--- src/rtl/problem_c.sv ---
// problem_c: fuel/battery gauge glyph decoder with a blinking low-level warning.
//   Ports: iClk_in (clock), iRstN_in (async active-low reset), iFLvl_in[3:0] (level),
//   iBMode_in (1 = battery, 0 = fuel), oFGauge_out[6:0] (registered segments A..G, active-high).
module problem_c #(
  parameter int BLINK_DIV = 16
) (
  input  logic       iClk_in,
  input  logic       iRstN_in,
  input  logic [3:0] iFLvl_in,
  input  logic       iBMode_in,
  output logic [6:0] oFGauge_out
);
  localparam int CW = $clog2(BLINK_DIV);
  logic [CW-1:0] r_cnt;
  logic          r_phase;
  logic          w_wrap;
  logic          w_warn;
  logic [6:0]    w_glyph;
  assign w_wrap = r_cnt == CW'(BLINK_DIV - 1);
  always_comb begin
    w_warn  = iBMode_in ? (iFLvl_in < 4'd4) : (iFLvl_in == 4'd0);
    w_glyph = iBMode_in ?
              (iFLvl_in < 4'd4  ? 7'b0001110 :
               iFLvl_in < 4'd12 ? 7'b0011111 : 7'b0110111) :
              (iFLvl_in == 4'd0 ? 7'b1001111 :
               iFLvl_in < 4'd5  ? 7'b0001000 :
               iFLvl_in < 4'd9  ? 7'b0001001 :
               iFLvl_in < 4'd13 ? 7'b1001001 : 7'b1000111);
  end
  // The output uses the phase held before this edge's toggle, so a warning
  // stays lit for a full BLINK_DIV cycles after reset release.
  always_ff @(posedge iClk_in or negedge iRstN_in) begin
    if (!iRstN_in) begin
      r_cnt       <= '0;
      r_phase     <= 1'b0;
      oFGauge_out <= '0;
    end else begin
      r_cnt       <= w_wrap ? '0 : r_cnt + 1'b1;
      r_phase     <= r_phase ^ w_wrap;
      oFGauge_out <= (w_warn && r_phase) ? 7'b0000000 : w_glyph;
    end
  end
endmodule

--- config.mk ---
export PLATFORM = sky130hd
export DESIGN_NAME = problem_c
export DESIGN_NICKNAME = d
export VERILOG_FILES = /design/src/rtl/problem_c.sv
export SDC_FILE = /design/constraint.sdc
export NUM_CORES = 1
export LEC_CHECK = 0
export CORE_AREA = 4 4 41 43
export DETAILED_ROUTE_END_ITERATION = 8
export DIE_AREA = 0 0 45 47
export PLACE_DENSITY = 0.6
export SLEW_MARGIN = 10
export SYNTH_ARGS = -nofsm -noshare
export SYNTH_HDL_FRONTEND = slang
export SYNTH_SLANG_ARGS = --single-unit
export TNS_END_PERCENT = 20
--- constraint.sdc ---
create_clock -name iClk_in -period 1.9 [get_ports iClk_in]
set_clock_uncertainty 0.1 [all_clocks]
set_input_delay 0.285 -clock iClk_in [delete_from_list [all_inputs] [get_ports iClk_in]]
set_output_delay 0.285 -clock iClk_in [all_outputs]
set_load 0.01 [all_outputs]
==> flow_summary_export.csv, run 1 <==
group,metric,value,unit
timing,setup_viol,0,
pwr,worst_ir_drop_vdd,0.279,mV
timing,min_period,1.52,ns
place,buffer_ports.inserted,13,
pwr,seq_power_share,0.529,
pwr,comb_power_share,0.137,
setup_path,worstPathArrival,1.14,ns
timing,fin_crit_sh,0.802,
place,dpl-instance-area,598,um2
setup_path,setup.worst_path.end_class,"primary output",
setup_path,path_cells,"clkdlybuf4s50_1",
place,finalWeightedCongestion,0.783,
synth,number_of_instances_in_the_synthesized_netlist,40,
pwr,totalPowerFinal,0.462,mW
outcome,outcome,"complete, no violations",
drt,dr.pass1.iters,4,
finish,stdcell_area,624,um2
finish,diodes,0,
setup_path,startpoint_type,"register",
pwr,sw_frac_of_total,0.224,
synth,postSynthRegisterBits,11,
finish,finalNetCount,66,
floorplan,placement_rows,13,
setup_path,r2r_cells,4,
finish,top_library_cells_by_usage_in_the_layout_fill_and_taps_aside,"clkdlybuf4s50_1 (13), dfrtp_1 (11), nor2_1 (4)",
global_routing,grt-ovfl-total,0,
timing,finalHoldViolCount,0,
timing,finalSetupTns,0,ns
global_routing,grt_use_total,0.103,
min_path,min-delay-path-class,"in2async",
clocking,cts.path.max_buffers,2,
place,dp.cells,68,
clocking,postCtsSetupBuffers,0,
drt,route.vias.total,350,
synth,syn_nets,48,
synth,yosys_warnings,0,
clocking,clock_insertion_delay_worst_skew,0.26,ns
clocking,clock-sinks,11,
setup_path,cpMaxStageDelayCell,"clkdlybuf4s50_1",
drt,avgRoutedWirePerCell,11.9,um
drt,drc_errors,0,
drt,drt-total-wl,857,um
clocking,clk_pin_slew_worst_paths,0.07,ns
finish,flow.area_growth_from_synthesis,39.0,%
pwr,cellInternalPower,0.359,mW
timing,worst_slew_pin_slew,0.491,ns
timing,fmax,657,MHz
clocking,count_of_hold_fix_buffers_inserted_at_cts,0,
synth,netlist-cell-type-count,20,
floorplan,die_h,47,um
finish,mostFrequentLayoutCell,"clkdlybuf4s50_1",
drt,detail_route.iter0.violations,5,
timing,fin_ws,0.377,ns
pwr,power_density,740,nW/um2
timing,rsz_0062_raised_after_global_routing,"false",
global_routing,antenna_found_initial,0,
synth,ys_seq_area_frac,0.613,
synth,post_synthesis_average_cell_area,11.2,um2
drt,detailed_route_vias_per_instance,4.86,
pwr,p_leak,0.266,nW
setup_path,critical_r2r_launch,"r_cnt[0]$_DFF_PN0_",
floorplan,core_region_area,1300,um2
run,max-cap-violations,0,
timing,timing.max_slew.rel_slack,0.672,
floorplan,floorplan.die_area,2120,um2
clocking,htreeDepth,1,
setup_path,path_class,"reg2out",
setup_path,cp_max_fo,2,
setup_path,kind_of_cell_with_the_highest_combined_delay_on_the_critical_path,"buffers and inverters",
global_routing,grt_pass1_wl,1.50,mm
timing,final-max-slew-violation-count,0,
setup_path,required,1.51,ns
finish,final_cells,72,
setup_path,regToRegSetupSlack,0.77,ns
pwr,p_clk_frac,0.334,
place,dpl.hpwl,644,um
floorplan,fp.dieW,45,um
floorplan,initial_utilization,0.345,
clocking,cts_buffers,3,
setup_path,critPathMaxStageDelay,0.54,ns
global_routing,grt_pass1_vias,342,
clocking,clock-root-buffer,"clkbuf_4",
place,detailedPlace.worstSlack,0.300,ns
synth,mappedNetlistArea,449,um2
drt,ant_nets,0,
finish,proportion_of_layout_cells_with_a_drive_suffix_above_1,0.0702,
floorplan,top_level_ports,14,
setup_path,cp.buffers_inverters,1,
clocking,tritoncts,"done",
setup_path,rr_endpoint,"r_cnt[3]$_DFF_PN0_",
global_routing,grt_max_degree,12,
pwr,p_sw,0.103,mW
clocking,cts_resized,0,
[sequential cells by signal (all words and copies together), names as in the netlist]
register	cells
oFGauge_out	6
r_cnt	4
r_phase	1
[how the worst max path moves through the flow]
stage / endpoint / from / depth (start not counted) / slack, ns
floorplan: oFGauge_out[0]$_DFF_PN0_ / iFLvl_in[1] / 3 / 0.81
global placement: oFGauge_out[0]$_DFF_PN0_ / iFLvl_in[1] / 4 / 0.31
detailed placement: oFGauge_out[0]$_DFF_PN0_ / iFLvl_in[1] / 4 / 0.30
CTS: oFGauge_out[1] / oFGauge_out[2]$_DFF_PN0_ / 1 / 0.36
global route: oFGauge_out[2] / oFGauge_out[2]$_DFF_PN0_ / 1 / 0.34
finish: oFGauge_out[1] / oFGauge_out[2]$_DFF_PN0_ / 1 / 0.38
[layer usage]
layer / up-vias / wire length (um) / GRT usage
met2: 7 / 412 / 0.161
met5: - / 0 / 0
li1: 177 / - / -
met3: 2 / 32 / 0.0268
met4: 0 / 27 / 0.0877
met1: 164 / 384 / 0.119
[cell families (layout without fill, tap and decap cells)]
group                    after synthesis  after routing  synth area share
AO/OA/AOI/OAI                         11             11             0.150
flip-flops                            11             11             0.613
AND/OR/NAND/NOR                       11             11             0.114
buffers and inverters                  3             20            0.0334
XOR/XNOR                               2              2            0.0390
adder cells (fa/ha/maj)                1              1            0.0279
multiplexers                           1              1            0.0223
[area by class of cell]
cell class / instances / area (um2)
Multi-Input combinational cell: 26 / 159
Inverter: 2 / 7.51
Fill cell: 143 / 677
Clock buffer: 4 / 26.3
Tap cell: 15 / 18.8
Timing Repair Buffer: 14 / 138
Sequential cell: 11 / 275
[power groups by stage]
stage | sequential (mW) | combinational, mW | clock, mW
6_report | 0.244 | 0.0635 | 0.154
5_1_grt | 0.245 | 0.0695 | 0.171
4_1_cts | 0.245 | 0.0647 | 0.160
3_5_place_dp | 0.249 | 0.0640 | 0
3_3_place_gp | 0.249 | 0.0635 | 0
2_1_floorplan | 0.254 | 0.0158 | 0
[per-stage QoR]
stage | hold WS (ns) | utilization
3_5_place_dp | 0.380 | 0.460
3_3_place_gp | 0.373 | 0.460
2_1_floorplan | -0.111 | -
5_1_grt | 0.281 | 0.480
6_report | 0.254 | 0.480
4_1_cts | 0.273 | 0.480
[synth_stat cells]
| cell type | n | area, um2 |
|---|---|---|
| a21oi_1 | 3 | 15.0 |
| a31oi_1 | 1 | 6.26 |
| and3_1 | 1 | 6.26 |
| buf_4 | 1 | 7.51 |
| dfrtp_1 | 11 | 275 |
| ha_1 | 1 | 12.5 |
| inv_1 | 2 | 7.51 |
| mux2i_1 | 1 | 10.0 |
| nand2_1 | 1 | 3.75 |
| nand3_1 | 2 | 10.0 |
| nor2_1 | 4 | 15.0 |
| nor3_1 | 2 | 10.0 |
| o211ai_1 | 1 | 7.51 |
| o21a_1 | 1 | 7.51 |
| o21ai_0 | 3 | 15.0 |
| o221ai_1 | 1 | 8.76 |
| o31ai_1 | 1 | 7.51 |
| or3_1 | 1 | 6.26 |
| xnor2_1 | 1 | 8.76 |
| xor2_1 | 1 | 8.76 |
No activity file was read; power rests on OpenSTA's default activity.
==> run 2: changes to the inputs <==
- clock period: 1.9 -> 1.6 ns (I/O delays scaled with it)
==> flow_summary_export.csv, run 2 (synthesized netlist as in run 1, its figures left out) <==
group,metric,value,unit
floorplan,placement_rows,13,
timing,timing.max_slew.rel_slack,0.673,
setup_path,kind_of_cell_with_the_highest_combined_delay_on_the_critical_path,"buffers and inverters",
global_routing,grt_pass1_vias,302,
clocking,count_of_hold_fix_buffers_inserted_at_cts,0,
clocking,clock-sinks,11,
drt,met1Wirelength,356,um
timing,final-max-slew-violation-count,0,
timing,worst_slew_pin_slew,0.489,ns
floorplan,floorplan.die_area,2120,um2
clocking,cts.path.max_buffers,2,
timing,finalSetupTns,0,ns
pwr,comb_power_share,0.136,
setup_path,r2r_cells,4,
finish,n_fill_cell,126,
setup_path,path_depth,1,
finish,multiInputGateArea,159,um2
clocking,postCtsSetupBuffers,0,
drt,drt-total-wl,807,um
pwr,seq_power_share,0.529,
finish,flow.area_growth_from_synthesis,39.0,%
pwr,p_leak,0.266,nW
drt,detailed_route_vias_per_instance,5.03,
timing,fin_crit_sh,0.921,
place,buffer_ports.inserted,13,
clocking,clock_insertion_delay_worst_skew,0.26,ns
floorplan,die_h,47,um
timing,fmax,679,MHz
timing,min_period,1.47,ns
setup_path,path_cells,"clkdlybuf4s50_1",
clocking,clk_pin_slew_worst_paths,0.07,ns
finish,mostFrequentLayoutCell,"clkdlybuf4s50_1",
clocking,clock-root-buffer,"clkbuf_4",
setup_path,critical_r2r_launch,"r_cnt[0]$_DFF_PN0_",
finish,post-route-util,0.480,
clocking,cts_buffers,3,
timing,rsz_0062_raised_after_global_routing,"false",
pwr,p_sw,0.123,mW
setup_path,cp.buffers_inverters,1,
drt,avgRoutedWirePerCell,11.2,um
place,detailedPlace.worstSlack,0.0475,ns
pwr,totalPowerFinal,0.549,mW
drt,detail_route.iter0.violations,4,
finish,top_library_cells_by_usage_in_the_layout_fill_and_taps_aside,"clkdlybuf4s50_1 (13), dfrtp_1 (11), nor2_1 (4)",
setup_path,endpoint,"oFGauge_out[2]",
setup_path,crit_path_start,"oFGauge_out[2]$_DFF_PN0_",
global_routing,grt-ovfl-total,0,
outcome,outcome,"complete, no violations",
floorplan,fp.dieW,45,um
finish,stdcell_area,624,um2
drt,dr.pass1.iters,4,
setup_path,rr_endpoint,"r_cnt[3]$_DFF_PN0_",
finish,top_flop_regs,"oFGauge_out x6, r_cnt x4, r_phase x1",
clocking,tritoncts,"done",
finish,diodes,0,
clocking,htreeDepth,1,
drt,ant_nets,0,
pwr,sw_frac_of_total,0.223,
setup_path,worstPathArrival,1.13,ns
finish,finalNetCount,66,
setup_path,setup.worst_path.end_class,"primary output",
pwr,p_clk_frac,0.335,
floorplan,top_level_ports,14,
place,finalWeightedCongestion,0.798,
setup_path,critPathMaxStageDelay,0.53,ns
pwr,worst_ir_drop_vdd,0.404,mV
clocking,cts_resized,0,
finish,largest_register,"oFGauge_out",
setup_path,path_class,"reg2out",
finish,largest_register_ffs,6,
finish,regArea,275,um2
global_routing,grt_max_degree,12,
global_routing,antenna_found_initial,0,
place,dpl-instance-area,598,um2
setup_path,startpoint_type,"register",
floorplan,core_region_area,1300,um2
setup_path,cpMaxStageDelayCell,"clkdlybuf4s50_1",
pwr,power_density,879,nW/um2
finish,proportion_of_layout_cells_with_a_drive_suffix_above_1,0.0702,
timing,setup_viol,0,
timing,fin_ws,0.126,ns
timing,finalHoldViolCount,0,
drt,route.vias.total,362,
global_routing,grt_pass1_wl,1.28,mm
drt,wl_met2,367,um
setup_path,regToRegSetupSlack,0.46,ns
drt,top_signal_layer_used,"met4",
drt,route.met3.wl,66,um
setup_path,cp_max_fo,2,
drt,drc_errors,0,
global_routing,grt_use_total,0.0897,
floorplan,initial_utilization,0.345,
place,dpl.hpwl,627,um
pwr,cellInternalPower,0.426,mW
setup_path,required,1.26,ns
run,max-cap-violations,0,
min_path,min-delay-path-class,"in2async",
==> run 2: cell counts in the layout (fill, tap and decap cells not counted) <==
Identical to the previous run, type by type.
==> run 2: worst min-delay path by stage <==
stage	start	end	slack, ns	depth (start not counted)
floorplan	iRstN_in	oFGauge_out[0]$_DFF_PN0_	-0.16	0
global placement	r_cnt[0]$_DFF_PN0_	r_cnt[0]$_DFF_PN0_	0.38	1
detailed placement	r_cnt[0]$_DFF_PN0_	r_cnt[0]$_DFF_PN0_	0.39	1
CTS	iRstN_in	oFGauge_out[3]$_DFF_PN0_	0.23	1
global route	iRstN_in	oFGauge_out[3]$_DFF_PN0_	0.23	1
finish	iRstN_in	oFGauge_out[3]$_DFF_PN0_	0.21	1
==> run 2: metal layers <==
layer / track usage / vias to the layer above
met2: 0.127 / 15
met1: 0.104 / 164
met4: 0.0877 / 0
met5: 0 / -
li1: - / 181
met3: 0.0307 / 2
==> run 2: area by class of cell <==
| type | instances | area share |
|---|---|---|
| multi-input cells | 26 | 0.255 |
| flip-flops and latches | 11 | 0.441 |
| repair buffers | 14 | 0.220 |
| inverters | 2 | 0.0120 |
| clock buffers | 4 | 0.0421 |
| well taps | 15 | 0.0301 |
==> run 2: power by group through the flow <==
stage	Sequential [mW]	Combinational, mW	Clock (mW)
2_1_floorplan	0.301	0.0188	0
3_3_place_gp	0.296	0.0754	0
3_5_place_dp	0.296	0.0758	0
4_1_cts	0.290	0.0761	0.191
5_1_grt	0.291	0.0819	0.210
6_report	0.290	0.0748	0.184
==> run 2: stage by stage <==
step / instances / hold WS [ns]
after floorplan: 40 / -0.156
after global placement: 68 / 0.379
after detailed placement: 68 / 0.391
after CTS: 72 / 0.230
after global routing: 72 / 0.230
final: 72 / 0.206
==> run 3: changes to the inputs <==
- HOLD_SLACK_MARGIN: unset -> 0.02
- SLEW_MARGIN: 10 -> unset
==> results of run 3 <==
No change in the layout: final DEF, timing and power equal those of run 2.
